## config.mk

```make
export PLATFORM = sky130hd
export DESIGN_NAME = mem_arbiter
export DESIGN_NICKNAME = d
export VERILOG_FILES = /design/src/rtl/mem_arbiter.sv
export SDC_FILE = /design/constraint.sdc
export NUM_CORES = 1
export LEC_CHECK = 0
export CORE_MARGIN = 5
export CORE_UTILIZATION = 45
export DETAILED_ROUTE_END_ITERATION = 6
export PLACE_DENSITY = 0.86
export RECOVER_POWER = 50
export SETUP_SLACK_MARGIN = 0.4
export SYNTH_ARGS = -nofsm -noshare
export SYNTH_HDL_FRONTEND = slang
export SYNTH_SLANG_ARGS = --single-unit
```

## constraint.sdc

```tcl
create_clock -name clk -period 3.2 [get_ports clk]
set_clock_uncertainty 0.1 [all_clocks]
set_input_delay 0.64 -clock clk [delete_from_list [all_inputs] [get_ports clk]]
set_output_delay 0.64 -clock clk [all_outputs]
set_load 0.005 [all_outputs]
```

## src/rtl/mem_arbiter.sv

```systemverilog
// Shares one pmem port between IFU and LSU: one request at a time, fixed LAT-cycle access, one-cycle response pulse.
// Build option: define MEM_ARB_RR_EN for round-robin tie-breaking; otherwise LSU always wins a tie.
module mem_arbiter #(
    parameter int ADDR_W = 32,
    parameter int DATA_W = 32,
    parameter int LAT    = 2
) (
    input  logic              clk,
    input  logic              rst,

    input  logic              ifu_req_valid,
    output logic              ifu_req_ready,
    input  logic [ADDR_W-1:0] ifu_addr,
    output logic              ifu_resp_valid,
    output logic [DATA_W-1:0] ifu_rdata,

    input  logic              lsu_req_valid,
    output logic              lsu_req_ready,
    input  logic              lsu_wen,
    input  logic [ADDR_W-1:0] lsu_addr,
    input  logic [DATA_W-1:0] lsu_wdata,
    input  logic [7:0]        lsu_wmask,
    output logic              lsu_resp_valid,
    output logic [DATA_W-1:0] lsu_rdata,

    output logic              mem_ren,
    output logic              mem_wen,
    output logic [ADDR_W-1:0] mem_addr,
    output logic [DATA_W-1:0] mem_wdata,
    output logic [7:0]        mem_wmask,
    input  logic [DATA_W-1:0] mem_rdata,

    output logic [1:0]        o_dbg_state
);

    // Handshake: a request transfers on the rising edge where valid && ready are both high.
    // Ready is a combinational function of state and the valids, so the requester must hold valid until then.

    typedef enum logic [1:0] {
        ST_IDLE = 2'd0,
        ST_BUSY = 2'd1,
        ST_RESP = 2'd2
    } state_t;

    localparam logic [3:0] CNT_INIT = 4'(LAT - 1);

    state_t            r_state;
    state_t            w_next_state;
    logic [3:0]        r_cnt;
    logic              r_grant_lsu;
    logic              r_wen;
    logic              r_hold;
    logic [ADDR_W-1:0] r_addr;
    logic [DATA_W-1:0] r_wdata;
    logic [7:0]        r_wmask;
    logic [DATA_W-1:0] r_ifu_rdata;
    logic [DATA_W-1:0] r_lsu_rdata;

    logic              w_tie_lsu;
    logic              w_pick_lsu;
    logic              w_accept;
    logic              w_fire;
    logic              w_last_busy;

`ifdef MEM_ARB_RR_EN
    logic r_last_lsu;

    // Starts at LSU so that the first tie after reset goes to the IFU.
    always_ff @(posedge clk) begin
        if (rst) begin
            r_last_lsu <= 1'b1;
        end else if (w_fire) begin
            r_last_lsu <= w_pick_lsu;
        end
    end

    assign w_tie_lsu = ~r_last_lsu;
`else
    assign w_tie_lsu = 1'b1;
`endif

    // r_hold blocks acceptance for the first cycle after reset so nothing is handshaken while outputs settle to 0.
    assign w_pick_lsu    = lsu_req_valid & (~ifu_req_valid | w_tie_lsu);
    assign w_accept      = (r_state == ST_IDLE) & ~r_hold & ~rst;
    assign lsu_req_ready = w_accept & w_pick_lsu;
    assign ifu_req_ready = w_accept & ifu_req_valid & ~w_pick_lsu;
    assign w_fire        = lsu_req_ready | ifu_req_ready;
    assign w_last_busy   = (r_state == ST_BUSY) & (r_cnt == 4'd0);

    always_ff @(posedge clk) begin
        if (rst) begin
            r_state <= ST_IDLE;
        end else begin
            r_state <= w_next_state;
        end
    end

    always_comb begin
        w_next_state   = r_state;
        mem_ren        = 1'b0;
        mem_wen        = 1'b0;
        ifu_resp_valid = 1'b0;
        lsu_resp_valid = 1'b0;
        case (r_state)
            ST_IDLE: begin
                if (w_fire) begin
                    w_next_state = ST_BUSY;
                end
            end
            ST_BUSY: begin
                // cnt only counts down from CNT_INIT, so equality marks the first BUSY cycle.
                mem_ren = ~r_wen;
                mem_wen = r_wen & (r_cnt == CNT_INIT);
                if (r_cnt == 4'd0) begin
                    w_next_state = ST_RESP;
                end
            end
            ST_RESP: begin
                ifu_resp_valid = ~r_grant_lsu;
                lsu_resp_valid = r_grant_lsu;
                w_next_state   = ST_IDLE;
            end
            default: begin
                w_next_state = ST_IDLE;
            end
        endcase
    end

    always_ff @(posedge clk) begin
        if (rst) begin
            r_cnt       <= 4'd0;
            r_grant_lsu <= 1'b0;
            r_wen       <= 1'b0;
            r_hold      <= 1'b1;
            r_addr      <= '0;
            r_wdata     <= '0;
            r_wmask     <= 8'd0;
            r_ifu_rdata <= '0;
            r_lsu_rdata <= '0;
        end else begin
            r_hold <= 1'b0;
            if (w_fire) begin
                r_grant_lsu <= w_pick_lsu;
                r_wen       <= w_pick_lsu & lsu_wen;
                r_addr      <= w_pick_lsu ? lsu_addr : ifu_addr;
                r_wdata     <= w_pick_lsu ? lsu_wdata : '0;
                r_wmask     <= w_pick_lsu ? lsu_wmask : 8'd0;
                r_cnt       <= CNT_INIT;
            end else if (r_state == ST_BUSY && r_cnt != 4'd0) begin
                r_cnt <= r_cnt - 4'd1;
            end

            // Each requester's data register only changes on its own response, so it holds in between.
            if (w_last_busy) begin
                if (r_grant_lsu) begin
                    r_lsu_rdata <= r_wen ? '0 : mem_rdata;
                end else begin
                    r_ifu_rdata <= mem_rdata;
                end
            end
        end
    end

    assign mem_addr    = r_addr;
    assign mem_wdata   = r_wdata;
    assign mem_wmask   = r_wmask;
    assign ifu_rdata   = r_ifu_rdata;
    assign lsu_rdata   = r_lsu_rdata;
    assign o_dbg_state = r_state;

endmodule

```

==> results of run 1 <==
-- cell type report --
class	instances	area share, %
inverters	5	0.1961
multi-input cells	370	30.28
clock inverters	13	1.699
repair buffers	296	30.56
well taps	176	2.300
clock buffers	19	4.627
flip-flops and latches	145	30.34
-- per-stage QoR --
stage	instance area [um^2]	setup WS, ns	cells
after CTS	9562	0.4375	1024
after global placement	8955	0.5237	992
after detailed placement	8955	0.5059	992
after floorplan	6158	0.9793	582
final	9573	0.5052	1024
after global routing	9573	0.4109	1024
-- Yosys cell counts (all sizes together) --
| library cell | instances |
|---|---|
| a211o | 1 |
| a211oi | 32 |
| a21boi | 2 |
| a21oi | 67 |
| a22o | 41 |
| and2 | 2 |
| and3b | 1 |
| and4b | 1 |
| and4bb | 1 |
| buf | 33 |
| clkbuf | 29 |
| dfxtp | 145 |
| ha | 2 |
| inv | 5 |
| mux2i | 64 |
| nand2 | 3 |
| nand2b | 66 |
| nand4 | 1 |
| nand4b | 32 |
| nand4bb | 1 |
| nor2 | 3 |
| nor2b | 1 |
| nor3 | 2 |
| nor3b | 3 |
| nor4 | 3 |
| nor4b | 1 |
| o211a | 1 |
| o21ai | 35 |
| o41ai | 1 |
| or2 | 2 |
| or3 | 1 |
-- tightest hold or removal path, cell delays in order (launching register included) --
cell	delay, ns
dfxtp_1	0.30
nand2b_1	0.06
mux2i_1	0.06
-- how the worst min path moves through the flow --
stage                       start             to  depth (start not counted)
finish              ifu_rdata[21]  ifu_rdata[21]                          2
global placement     mem_wdata[9]   mem_wdata[9]                          1
global route         mem_wdata[3]   mem_wdata[3]                          1
floorplan            ifu_rdata[0]   ifu_rdata[0]                          2
CTS                 ifu_rdata[21]  ifu_rdata[21]                          2
detailed placement   mem_wmask[1]   mem_wmask[1]                          1
-- sequential cells by signal, summed over array words and instances (netlist names) --
signal / cells
lsu_rdata: 32
mem_wdata: 32
r_hold: 1
o_dbg_state: 2
mem_addr: 32
ifu_rdata: 32
mem_wmask: 8
r_wen: 1
r_grant_lsu: 1
r_cnt: 4
-- kinds of logic after synthesis --
| kind of cell | share of synthesized area [%] |
|---|---|
| compound gates | 21.33 |
| flops | 47.14 |
| simple gates | 14.69 |
| buf+inv | 6.034 |
| mux | 10.40 |
| fa+ha+maj | 0.4063 |
-- layer usage --
| metal | GRT usage, % | share of wire, % |
|---|---|---|
| met5 | 0 | 0 |
| met4 | 8.580 | 2.0 |
| met3 | 7.638 | 8.5 |
| met2 | 39.57 | 51 |
| met1 | 25.97 | 39 |
-- where the power goes --
group | internal, mW | switching [mW]
Clock | 1.25 | 0.754
Combinational | 0.378 | 0.288
Sequential | 1.88 | 0.0479
Total | 3.51 | 1.09
-- timing repair --
item                       CTS  global route
resized for setup            1             2
setup endpoints to repair    1             2
pin swaps                    0             0
==> results.md, run 1 <==
* R2R setup slack at between 0.7 and 0.8 ns
* Final Util at a little under three quarters
* Grt total ovfl at 0
* Total power draw at between 4 and 5 mW
* Worst Path Required at roughly 2.5 ns
* Commonest non-fill, non-tap cells in the layout: clkdlybuf4s50_1 (168), dfxtp_1 (144), dlygate4sd3_1 (114)
* F_max at approximately 370 MHz
* Die area at approximately 16000 um^2
* Initial antenna violation count at 0
* IO buf count at between 200 and 300
* Pwr dens at between 400 and 500 nW/um^2
* CP Max Fanout at 10
* Crit. Startpoint: o_dbg_state[1]
* Tcrit/Tclk final at between 80% and 90%
* Antenna-violating nets left at 0
* Nets in the synthesized netlist at 725
* Worst R2R Start: o_dbg_state[1]
* Synthesized area per cell at around 11 um^2
* Minimum clock period at 2.695 ns
* First-iteration detailed-routing DRC count at ~380
* Die Ht at 127.0 um
* Worst flop-to-flop path endpoint: mem_addr[0]
* Status: completed
* Clk_lat worst skew at 0.41 ns
* Via-to-Cell Ratio at 5.371
* # hold bufs at CTS at 0
* Fraction of layout cells with a size suffix above 1 at a little under 10%
* Yosys warns at 0
* Critical path cell sequence: or3_1 > nor4_2 > clkdlybuf4s50_1
* Area leader, netlist: dfxtp_1
* Core ar. at between 10000 and 15000 um^2
* WP buf/inv at 1
* Worst vdd ir at about 0.37 mV
* Area growth, synth to finish at 55.44%
* Unrepaired setup endpoints after global routing: no
* P_leak at roughly 3.8 nW
* Detailed placer's ending HPWL at 13610 um
* Hold slack at approximately 0.37 ns
* N_diodes at 0
* Die W at roughly 130 um
* Setup TNS at 0 ns
* Worst Hold Class: reg -> reg
* Capture point of the worst path: ifu_req_ready
* Biggest cell delay along the critical path at 0.54 ns
* Cell area after synthesis at just over 6000 um^2
* Vias in the first global route at 5614
* Clock Tree Buf Depth at 2
* Yosys cell types at 39
* Clk root buf: clkbuf_16
* Multi-input logic area at 2899 um^2
* First-pass GRT wire length at ~30000 um
* CP arrival at 1.95 ns
* CTS buffer count at 17
* Crit. End Element: primary output
* Total number of vias at 5500
* Worst slew pin tran at roughly 1.1 ns
* TritonRoute pass-1 iters at 5
* Dominant delay contributor by cell family on the critical path: simple AND/OR/NAND/NOR gates
* # DRC at 0
* Setup-failing EPs final at 0
* Synth Register Bits at approximately 150
* # Max-Cap Violations at 0
* Io pins at about 290
* Num Clock Sinks at between 100 and 150
* Num rows at 42
* Largest net degree at the start of global routing at around 120
* Most common cell after layout, fill and taps aside: clkdlybuf4s50_1
* Worst r2r path cells at 4
* WL per Instance at between 15 and 20 um
* CTS tree: built
* Final #Nets at 978
* Critical path startpoint category: register
* Clock slew at reported path FFs at around 0.06 ns
* Tot GR Track Use at 22.77%
* Critical Path Stages at 3
* Post-CTS setup buffers at 0
* Storage cell area at 2904 um^2
* Fillers at 934
* Slew Viols, Final at 0
* WS Path Type: reg -> out
* Largest cells by area after synthesis: dfxtp_1 (47%), mux2i_1 (10%), nand2b_1 (6.7%), a211oi_2 (6.1%), a22o_1 (5.8%)
* Final hold vios at 0
* Top-area cell type share of the netlist area at a little under half
* Worst path slowest cell: clkdlybuf4s50_1
* RePlAce Congestion at roughly 0.83
* H-tree levels at 4
* Final WL at between 15000 and 20000 um
* Mapped Cells at 582
* Post-synthesis sequential area ratio at 47.14%
* Initial Utilization at between 40% and 50%
* Worst slew margin at a little over a quarter
No activity file was read; power rests on OpenSTA's default activity.
==> inputs of run 2 (changes only) <==
CORE_UTILIZATION = 38   (was 45)
PLACE_DENSITY = 0.78   (was 0.86)
clock period = 2.2 ns   (was 3.2 ns; I/O delays follow)
==> run 2 against run 1 <==
Net effect:
- non-clock buffer count is 16 higher
- first-iteration DRC count is 0.26% lower
- routed wire length is 0.25% higher
- via count is 0.80% lower
- die area up 17%
- worst hold slack got worse by 0.0032 ns
- core utilization shrank 11 points
- power rose by 40%
- global-route usage is 3.3 points lower
- critical path depth unchanged
==> results.md, run 2 (synthesis results as in run 1) <==
* Final #Nets at 994 (+1.6%)
* Clk_lat worst skew at 0.41 ns (about the same)
* Total number of vias at 5456 (-0.80%)
* Worst path slowest cell: or3_4
* WS Path Type: reg -> out
* Dominant delay contributor by cell family on the critical path: simple AND/OR/NAND/NOR gates
* Initial Utilization at 38.77% (-7.4 points)
* Critical Path Stages at 3 (unchanged)
* Setup ws final at 0.1613 ns (-0.3439 ns)
* Tcrit/Tclk final at between 90% and 100%
* Status: completed
* TritonRoute pass-1 iters at 4 (-1)
* H-tree levels at 4 (unchanged)
* Unrepaired setup endpoints after global routing: yes
* Worst Path Required at 1.66 ns (-0.80 ns)
* Die Ht at 137.3 um (+8.1%)
* Vias in the first global route at 5537 (-1.4%)
* Most common cell after layout, fill and taps aside: dfxtp_1
* Biggest cell delay along the critical path at 0.43 ns (-0.11 ns)
* Worst R2R Start: r_cnt[0]
* Pre-CTS worst setup slack at -0.09701 ns (-0.6029 ns)
* Initial antenna violation count at 0 (unchanged)
* Antenna-violating nets left at 0 (unchanged)
* Placed Instances at 1040 (+4.8%)
* Met2 Use GR at 32.15% (-7.4 points)
* Final Util at 60.75% (-11 points)
* Die W at 137.3 um (+8.1%)
* Largest net degree at the start of global routing at 136 (+11%)
* Core ar. at 15890 um^2 (+19%)
* Commonest non-fill, non-tap cells in the layout: dfxtp_1 (142), clkdlybuf4s50_1 (138), dlygate4sd2_1 (134)
* Worst slew pin tran at 0.6809 ns (-0.4130 ns)
* Detailed placer's ending HPWL at 12950 um (-4.9%)
* First-pass GRT wire length at 29130 um (-1.6%)
* R2R setup slack at 0.23 ns (-0.56 ns)
* Grt total ovfl at 0 (unchanged)
* Clock Tree Buf Depth at 2 (unchanged)
* Final hold vios at 0 (unchanged)
* Via-to-Cell Ratio at 5.052 (-5.9%)
* Crit. Startpoint: o_dbg_state[1]
* Io pins at 285 (unchanged)
* First-iteration detailed-routing DRC count at 378 (-0.26%)
* Met3 usage at 6.976% (-0.66 points)
* Worst flop-to-flop path endpoint: lsu_rdata[8]
* CTS tree: built
* Clock slew at reported path FFs at 0.06 ns (about the same)
* Worst slew margin at 54.61% (+28 points)
* Worst Hold Class: reg -> reg
* # Max-Cap Violations at 0 (unchanged)
* WL per Instance at 17.65 um (-4.9%)
* # hold bufs at CTS at 0 (unchanged)
* Setup-failing EPs final at 0 (unchanged)
* Tot GR Track Use at 19.46% (-3.3 points)
* Num rows at 46 (+9.5%)
* Die area at 18850 um^2 (+17%)
* Critical path cell sequence: or3_4 > nor4_4 > buf_2
* Minimum clock period at 2.039 ns
* Met1 Usage GRT at 23.84% (-2.1 points)
* CP arrival at 1.50 ns (-0.45 ns)
* N_diodes at 0 (unchanged)
* Clk root buf: clkbuf_16
* Busiest grt layer: met2
* RePlAce Congestion at 0.7438 (-11%)
* Worst r2r path cells at 6 (+2)
* Capture point of the worst path: ifu_req_ready
* P_leak at 4.080 nW (+8.5%)
* Crit. End Element: primary output
* Num Clock Sinks at 145 (unchanged)
* Fillers at 1401 (+50%)
* IO buf count at 284 (unchanged)
* Worst vdd ir at 0.4625 mV (+25%)
* CTS buffer count at 17 (unchanged)
* Fraction of layout cells with a size suffix above 1 at 13.19% (+3.3 points)
* Final WL at 19070 um (+0.25%)
* Slew Viols, Final at 0 (unchanged)
* CP Max Fanout at 7 (-3)
* F_max at about 490 MHz
* # DRC at 0 (unchanged)
* Pwr dens at 667.9 nW/um^2 (+39%)
* WP buf/inv at 1 (unchanged)
* Critical path startpoint category: register
* Area growth, synth to finish at 56.70%
* Final Non-Filler Cells at 1080 (+5.5%)
==> run 2: cell types whose count changed in the layout (fill, tap and decap cells not counted), moves of 3 or more <==
cell	delta
dlygate4sd2_1	+134
dlygate4sd3_1	-114
clkdlybuf4s50_1	-30
o21ai_0	-25
o21ai_1	+25
buf_12	+6
buf_2	+5
buf_4	+5
clkdlybuf4s25_1	+4
inv_6	+4
bufinv_16	-3
==> run 2: routing by layer <==
layer | vias to the layer above | wire (um)
met5 | - | 0
met4 | 0 | 254
met3 | 22 | 1813
met2 | 203 | 9146
met1 | 2565 | 7852
li1 | 2666 | -
==> run 2: worst register-to-register path, stage by stage, from the launching register on <==
cell      delay (ns)
dfxtp_1         0.34
inv_1           0.14
ha_4            0.19
and4bb_1        0.19
buf_2           0.55
nand4b_1        0.23
a21oi_1         0.17
==> run 2: power breakdown <==
part           leakage, nW  switching [mW]  internal, mW
sequential            1.18          0.0632          2.74
clock                0.253            1.17          1.49
combinational         2.65           0.432         0.558
==> run 2: cell type report <==
class | instances | area (um^2) | share of cell area [%]
Clock buffer | 19 | 442.9 | 4.590
Clock inverter | 13 | 103.9 | 1.076
Inverter | 5 | 18.77 | 0.1945
Multi-Input combinational cell | 370 | 2938 | 30.44
Sequential cell | 145 | 2909 | 30.14
Tap cell | 216 | 270.3 | 2.800
Timing Repair Buffer | 312 | 2968 | 30.75
==> run 2: how the worst min path moves through the flow <==
stage	start	endpoint	slack, ns	cells after the start
after floorplan	ifu_rdata[0]	ifu_rdata[0]	0.36	2
after global placement	mem_wdata[20]	mem_wdata[20]	0.35	1
after detailed placement	mem_wmask[0]	mem_wmask[0]	0.35	1
after CTS	ifu_rdata[23]	ifu_rdata[23]	0.37	2
after global routing	mem_wdata[29]	mem_wdata[29]	0.39	1
final	mem_wdata[25]	mem_wdata[25]	0.37	1
==> run 2: what timing repair did <==
action                                  CTS  global route
endpoints found under the setup margin  173            95
gates resized for setup                 175            14
gates cloned                              0             2
buffers inserted                          1             5
pin swaps                                 4             2
endpoints found under the hold margin     0             0
==> run 2: through the flow <==
stage / hold slack [ns] / power, mW / cell area, um^2 / setup TNS, ns
6_report: 0.3664 / 6.445 / 9651 / 0
5_1_grt: 0.3882 / 6.721 / 9651 / 0
4_1_cts: 0.3723 / 6.493 / 9564 / 0
3_5_place_dp: 0.3536 / 3.886 / 9140 / -0.09701
3_3_place_gp: 0.3549 / 3.876 / 9140 / -0.1250
2_1_floorplan: 0.3650 / 3.304 / 6158 / 0
